File: src/rtl/key_debouncer.sv
// key_debouncer: per-channel synchronizer plus debounce FSM for active-low pushbuttons.
// Each channel owns its own state machine and counter, so channels never interact.
// Outputs are active-high and fully registered.
module key_debouncer #(
  parameter int N_KEYS          = 4,
  parameter int DEBOUNCE_CYCLES = 1000000
) (
  input  logic              CLOCK_50,
  input  logic              reset_n,
  input  logic [N_KEYS-1:0] KEY,
  output logic [N_KEYS-1:0] key_pressed,
  output logic [N_KEYS-1:0] press_pulse,
  output logic [N_KEYS-1:0] release_pulse
);

  localparam int CW = $clog2(DEBOUNCE_CYCLES);
  localparam logic [CW-1:0] CNT_MAX = CW'(DEBOUNCE_CYCLES - 1);
  localparam logic [CW-1:0] CNT_ONE = CW'(1);

  typedef enum logic [1:0] {
    RELEASED     = 2'd0,
    PRESS_WAIT   = 2'd1,
    PRESSED      = 2'd2,
    RELEASE_WAIT = 2'd3
  } state_e;

  logic [N_KEYS-1:0] sync1_q;
  logic [N_KEYS-1:0] sync2_q;

  // Two-flop synchronizer; resets to the released (high) level so reset never looks like a press.
  always_ff @(posedge CLOCK_50 or negedge reset_n) begin
    if (!reset_n) begin
      sync1_q <= '1;
      sync2_q <= '1;
    end else begin
      sync1_q <= KEY;
      sync2_q <= sync1_q;
    end
  end

  for (genvar g = 0; g < N_KEYS; g++) begin : gen_ch
    state_e        state_q;
    logic [CW-1:0] cnt_q;
    logic          pressed_q;
    logic          press_q;
    logic          release_q;

    // Debounce FSM: a level change is accepted only after DEBOUNCE_CYCLES consecutive matching samples.
    always_ff @(posedge CLOCK_50 or negedge reset_n) begin
      if (!reset_n) begin
        state_q   <= RELEASED;
        cnt_q     <= '0;
        pressed_q <= 1'b0;
        press_q   <= 1'b0;
        release_q <= 1'b0;
      end else begin
        press_q   <= 1'b0;
        release_q <= 1'b0;
        case (state_q)
          RELEASED: begin
            if (!sync2_q[g]) begin
              state_q <= PRESS_WAIT;
              cnt_q   <= CNT_ONE;
            end
          end
          PRESS_WAIT: begin
            if (sync2_q[g]) begin
              state_q <= RELEASED;
              cnt_q   <= '0;
            end else if (cnt_q == CNT_MAX) begin
              state_q   <= PRESSED;
              cnt_q     <= '0;
              pressed_q <= 1'b1;
              press_q   <= 1'b1;
            end else begin
              cnt_q <= cnt_q + CNT_ONE;
            end
          end
          PRESSED: begin
            if (sync2_q[g]) begin
              state_q <= RELEASE_WAIT;
              cnt_q   <= CNT_ONE;
            end
          end
          RELEASE_WAIT: begin
            if (!sync2_q[g]) begin
              state_q <= PRESSED;
              cnt_q   <= '0;
            end else if (cnt_q == CNT_MAX) begin
              state_q   <= RELEASED;
              cnt_q     <= '0;
              pressed_q <= 1'b0;
              release_q <= 1'b1;
            end else begin
              cnt_q <= cnt_q + CNT_ONE;
            end
          end
          default: begin
            state_q   <= RELEASED;
            cnt_q     <= '0;
            pressed_q <= 1'b0;
          end
        endcase
      end
    end

    assign key_pressed[g]   = pressed_q;
    assign press_pulse[g]   = press_q;
    assign release_pulse[g] = release_q;
  end

endmodule

File: config.mk
export PLATFORM = sky130hd
export DESIGN_NAME = key_debouncer
export DESIGN_NICKNAME = d
export VERILOG_FILES = /design/src/rtl/key_debouncer.sv
export SDC_FILE = /design/constraint.sdc
export NUM_CORES = 1
export LEC_CHECK = 0
export BUFFER_PORTS_ARGS = -buffer_cell sky130_fd_sc_hd__buf_4
export CAP_MARGIN = 30
export CORE_AREA = 8 8 146 148
export CTS_BUF_LIST = sky130_fd_sc_hd__clkbuf_16
export DETAILED_ROUTE_END_ITERATION = 8
export DIE_AREA = 0 0 154 156
export SYNTH_ARGS = -nofsm -noshare
export SYNTH_HDL_FRONTEND = slang
export SYNTH_SLANG_ARGS = --single-unit
File: constraint.sdc
create_clock -name CLOCK_50 -period 4 [get_ports CLOCK_50]
set_input_delay 0 -clock CLOCK_50 [delete_from_list [all_inputs] [get_ports CLOCK_50]]
set_output_delay 0 -clock CLOCK_50 [all_outputs]
set_load 0.05 [all_outputs]
======== Word level (Yosys, flattened, before mapping) ========
Cells that the tools add are included.
word-level totals
  output and inout port bits .............. 12
  bits in read-only memories .............. 0
  bits of input ports ..................... 6
  latch bits .............................. 0
  memory bits (writable) .................. 0
  word-level logic and storage cells ...... 186
  register bits after elaboration ......... 108
  memories ................................ 0
cells by class
  multipliers ............................. 0
  bitwise gates (word level) .............. 0
  div/mod/pow operators ................... 0
  equality and inequality tests ........... 48
  order comparisons ....................... 0
  shift operators ......................... 0
  muxes and demuxes ....................... 92
  reduce and logical (&&, ||, !) cells .... 20
  add/subtract/negate cells ............... 4
operators by type and width
  cell                     number
  $mux W20                 20
  $pmux W20 S4             4
  $add A20 B1 Y20 const B  4
  $eq A20 B20 Y1 const B   4
  $mux W2                  24
  $ne A2 B2 Y1 const B     24
  $mux W1                  36
  $pmux W2 S4              4
  $ne A3 B3 Y1 const B     8
  $reduce_and A5 Y1        4
  $eq A2 B2 Y1 const B     8
  $reduce_and A4 Y1        4
  $eq A2 B1 Y1 const B     4
  $logic_not A2 Y1         4
  $pmux W1 S2              4
  $reduce_and A2 Y1        4
  $reduce_bool A2 Y1       4

======== Logic depth before layout (Yosys ltp) ========
  word-level depth ........................ 4
  gate-level depth with buffers ........... 9

======== Worst setup path before layout ========
No wires, ideal clock.
  path type ............................... register to register
  start point ............................. reg gen_ch[1].cnt_q[6]
  end point ............................... reg gen_ch[1].cnt_q[6]
  arrival time ............................ 1.876 ns
  buffers on the path ..................... 1
  cell stages (with the launch flop) ...... 7
  slack ................................... 1.997 ns
  cells stage by stage .................... dfrtp_1 -> or4_1 -> or3_4 -> o21ba_4 -> buf_6 -> a31oi_1 -> a21oi_1
between the ends
  cells in the longest elaborated chain, start to end .. 4
RTL lines
  item                                                      line    RTL
  from (decl)                                               43      logic [CW-1:0] cnt_q;
  from (signal assigned)                                    76      cnt_q <= cnt_q + CNT_ONE;
  from (signal assigned)                                    95      cnt_q <= cnt_q + CNT_ONE;
  $add A20 B1 Y20 / $eq A20 B20 Y1 (equally long branches)  --
  $mux W20 *                                                70, 89
  $mux W20, on equally long branches                        86, 67
  $pmux W20 S4 *                                            59      case (state_q)
Every way passes the cells marked *; elsewhere a longest branch is shown, timed or not.
A chain may end at the register's enable or synchronous reset.

======== Worst setup path in the final report ========
  start point ............................. reg gen_ch[0].cnt_q[0]
  end point ............................... reg gen_ch[0].cnt_q[17]
between the ends
  cells in the longest elaborated chain, start to end .. 4
RTL lines
  item                                                      line
  from (decl)                                               43
  from (signal assigned)                                    76
  from (signal assigned)                                    95
  $add A20 B1 Y20 / $eq A20 B20 Y1 (equally long branches)  --
  $mux W20 *                                                70, 89
  $mux W20, on equally long branches                        86, 67
  $pmux W20 S4 *                                            59
Marked as above.

==> results.json <==
{
  "outcome": "finished clean",
  "antennaDiodeCount": 0,
  "ant_nets": 0,
  "critical_path.max_fanout": 16,
  "antenna_violations_before_repair": 0,
  "timing.critical_path.depth": 7,
  "final_hold_viol_count": 0,
  "cts_made_buffers": 9,
  "synth_enable_flop_cells": 0,
  "fin_worst_skew_ns": 0.0112,
  "cp-start-kind": "register",
  "cp_num_buf_inv": 1,
  "max_slew.worst_pin.slew_ns": 0.935,
  "worst_r2r_dst": "gen_ch[0].cnt_q[17]",
  "clock_sink_count": 108,
  "yosysSeqAreaShare": 0.489,
  "detailed_place_hpwl_um": 7490,
  "cp-end-kind": "register",
  "detail_route.drc_violations": 0,
  "ctsRootBufferMaster": "sky130_fd_sc_hd__clkbuf_16",
  "cts_htree_levels": 3,
  "insertion_delay_ns": 0.36,
  "gp_congestion": 0.777,
  "initial_utilization": 0.291,
  "setup_total_negative_slack_ns": 0,
  "timing.reg2reg.setup_slack_ns": 1.57,
  "slew_violations": 0,
  "initialDrtViolationCount": 384,
  "netlist_instances": 583,
  "mappedNetlistNets": 593,
  "area_delta_synth_final_pct": 11.0,
  "drt_pass1_iterations": 4,
  "first_pass_grt_wire_length_um": 19700,
  "power-per-cell-area_mw_per_mm2": 383,
  "cts_max_path_buffers": 2,
  "drt-total-wl_um": 11200,
  "synth.cell_area_mm2": 0.00555,
  "crit-reg2reg-launch": "gen_ch[0].cnt_q[0]",
  "core_area_mm2": 0.0191,
  "fp.dieH_um": 156,
  "grt_max_degree": 67,
  "cp_data_arrival_time_ns": 2.71,
  "die_w_um": 154,
  "r2r.worst_path.cells": 7,
  "max_freq_mhz": 411,
  "die_outline_area_mm2": 0.0240,
  "io-pin-count": 18,
  "critPathSlowestCell": "sky130_fd_sc_hd__a21oi_2",
  "buffer_ports.inserted": 17,
  "vdd_ir_drop_max_uv": 222,
  "yosysUniqueCellTypes": 61,
  "fp-row-count": 51,
  "grt_setup_unrepaired": "false",
  "synth-warning-count": 0,
  "cts.repair_timing.setup_buffer_count": 0,
  "max_slew_margin": 0.371,
  "timing.critical_path.slowest_cell_delay_ns": 0.56,
  "layout.core_utilization": 0.323,
  "grt-ovfl-total": 0,
  "cp.required_ns": 4.28,
  "post_cts_resized": 0,
  "route.detailed.vias_per_inst": 5.12,
  "cpLargestDelayFamily": "compound AO/OA/AOI/OAI gates",
  "timing.critical_path.mode_cell": "sky130_fd_sc_hd__and4_1",
  "setup_viol": 0,
  "final_cycle_share": 0.608,
  "maxCapViolations": 0,
  "fin_nets": 597,
  "yosys_most_used_dff": "sky130_fd_sc_hd__dfrtp_1",
  "post_synth.cell_area_avg_um2": 9.52,
  "vias_in_the_first_global_route": 3919,
  "route.vias.total": 4251,
  "tritoncts": "built",
  "layout-drive-gt1-share": 0.105,
  "type_of_the_most_critical_hold_path": "input pin to async pin",
  "clkSlewWorstSetupHoldPaths_ns": 0.08,
  "ys_seq_elements": 108,
  "final_period_minus_worst_setup_slack_ns": 2.43,
  "detail_route.wl_per_cell_um": 13.5,
  "leakage_nw": 2.54,
  "synthArstFlopShare": 1.00,
  "path_class": "register to register",
  "timing.critical_path.cells": "ha_1 > and4_1 > and4_1 > a21oi_2 > buf_4 > a41oi_1 > a31oi_1",
  "grt.total_usage": 0.0982
}
[per-stage QoR]
| step | area, um2 | std cells | hold WS (ns) | setup slack [ns] | power [mW] |
|---|---|---|---|---|---|
| after floorplan | 5550 | 583 | -0.296 | 2.00 | 1.41 |
| after CTS | 6160 | 830 | 0.272 | 1.58 | 2.40 |
| after detailed placement | 5820 | 809 | 0.109 | 1.61 | 1.49 |
| after global placement | 5820 | 809 | 0.109 | 1.68 | 1.49 |
| final | 6160 | 830 | 0.282 | 1.57 | 2.36 |
| after global routing | 6160 | 830 | 0.273 | 1.35 | 2.48 |
[power breakdown]
part | internal [mW] | total, mW | switching, mW
logic | 0.0910 | 0.249 | 0.158
clock network | 0.441 | 0.892 | 0.451
registers | 1.15 | 1.22 | 0.0748
[kinds of logic after synthesis]
family,after synthesis,share of synthesized area
muxes,7,0.0126
and+or+nand+nor,244,0.233
DFF,108,0.489
adders and majority gates,4,0.00902
AOI/OAI and AO/OA,142,0.165
buffers and inverters,50,0.0476
xor gates and xnor gates,28,0.0442
[sequential cells by signal, summed over array words and instances, names as in the netlist, named ones only]
name,cells
gen_ch.press_q,4
gen_ch.release_q,4
sync2_q,4
sync1_q,4
gen_ch.pressed_q,4
gen_ch.cnt_q,80
gen_ch.state_q,4
[Yosys cell counts (all sizes together) (3+ instances only)]
master,count,share of area
dfrtp,100,0.45
nand2,58,0.039
nor2,47,0.033
a21oi,37,0.033
nand3,35,0.032
a31oi,33,0.037
o21ai,27,0.024
nand4,24,0.028
buf,23,0.029
xor2,18,0.028
and3,15,0.017
inv,15,0.010
clkbuf,12,0.0081
a41oi,11,0.017
and2,11,0.012
nor3,10,0.0099
xnor2,10,0.016
nor4,9,0.012
a22o,8,0.013
dfstp,8,0.038
nand2b,8,0.0090
mux2i,7,0.013
and4,6,0.0095
ha,4,0.0090
or2,4,0.0045
or4,4,0.0054
a21o,3,0.0041
o21a,3,0.0041
or3,3,0.0043
[area by class of cell]
cell class,count,area (um2)
clock inverters,7,71.3
inverters,15,56.3
flip-flops and latches,108,2710
repair buffers,28,223
clock buffers,9,225
well taps,238,298
fillers,1928,12900
multi-input cells,425,2580
[routing by layer]
layer,global-route usage,wire length (um),vias up
met3,0.0252,348,13
li1,-,-,2138
met5,0,0,-
met1,0.129,5470,2048
met2,0.150,5140,52
met4,0.0406,215,0
[worst max-delay path by stage]
stage	slack, ns	end	start
floorplan	2.00	gen_ch[1].cnt_q[6]	gen_ch[1].cnt_q[6]
global placement	1.68	gen_ch[0].cnt_q[17]	gen_ch[0].cnt_q[0]
detailed placement	1.61	gen_ch[0].cnt_q[19]	gen_ch[0].cnt_q[0]
CTS	1.58	gen_ch[0].cnt_q[17]	gen_ch[0].cnt_q[0]
global route	1.35	gen_ch[3].cnt_q[19]	gen_ch[3].cnt_q[0]
finish	1.57	gen_ch[0].cnt_q[17]	gen_ch[0].cnt_q[0]
[placed cells by master, fill, tap and decap left out, drive strengths merged, types with 11 or more instances in the layout]
master,Yosys,layout
nand3,35,35
nand4,24,24
inv,15,18
and3,15,15
dfrtp,100,100
a31oi,33,33
a21oi,37,37
buf,23,23
a41oi,11,11
and2,11,11
xor2,18,18
nand2,58,58
nor2,47,47
o21ai,27,27
[timing repair]
| action | CTS | global route |
|---|---|---|
| hold endpoints to repair | 65 | 0 |
| endpoints found under the setup margin | 0 | 0 |
| hold buffers | 5 | 0 |
No activity file was read; power rests on OpenSTA's default activity.
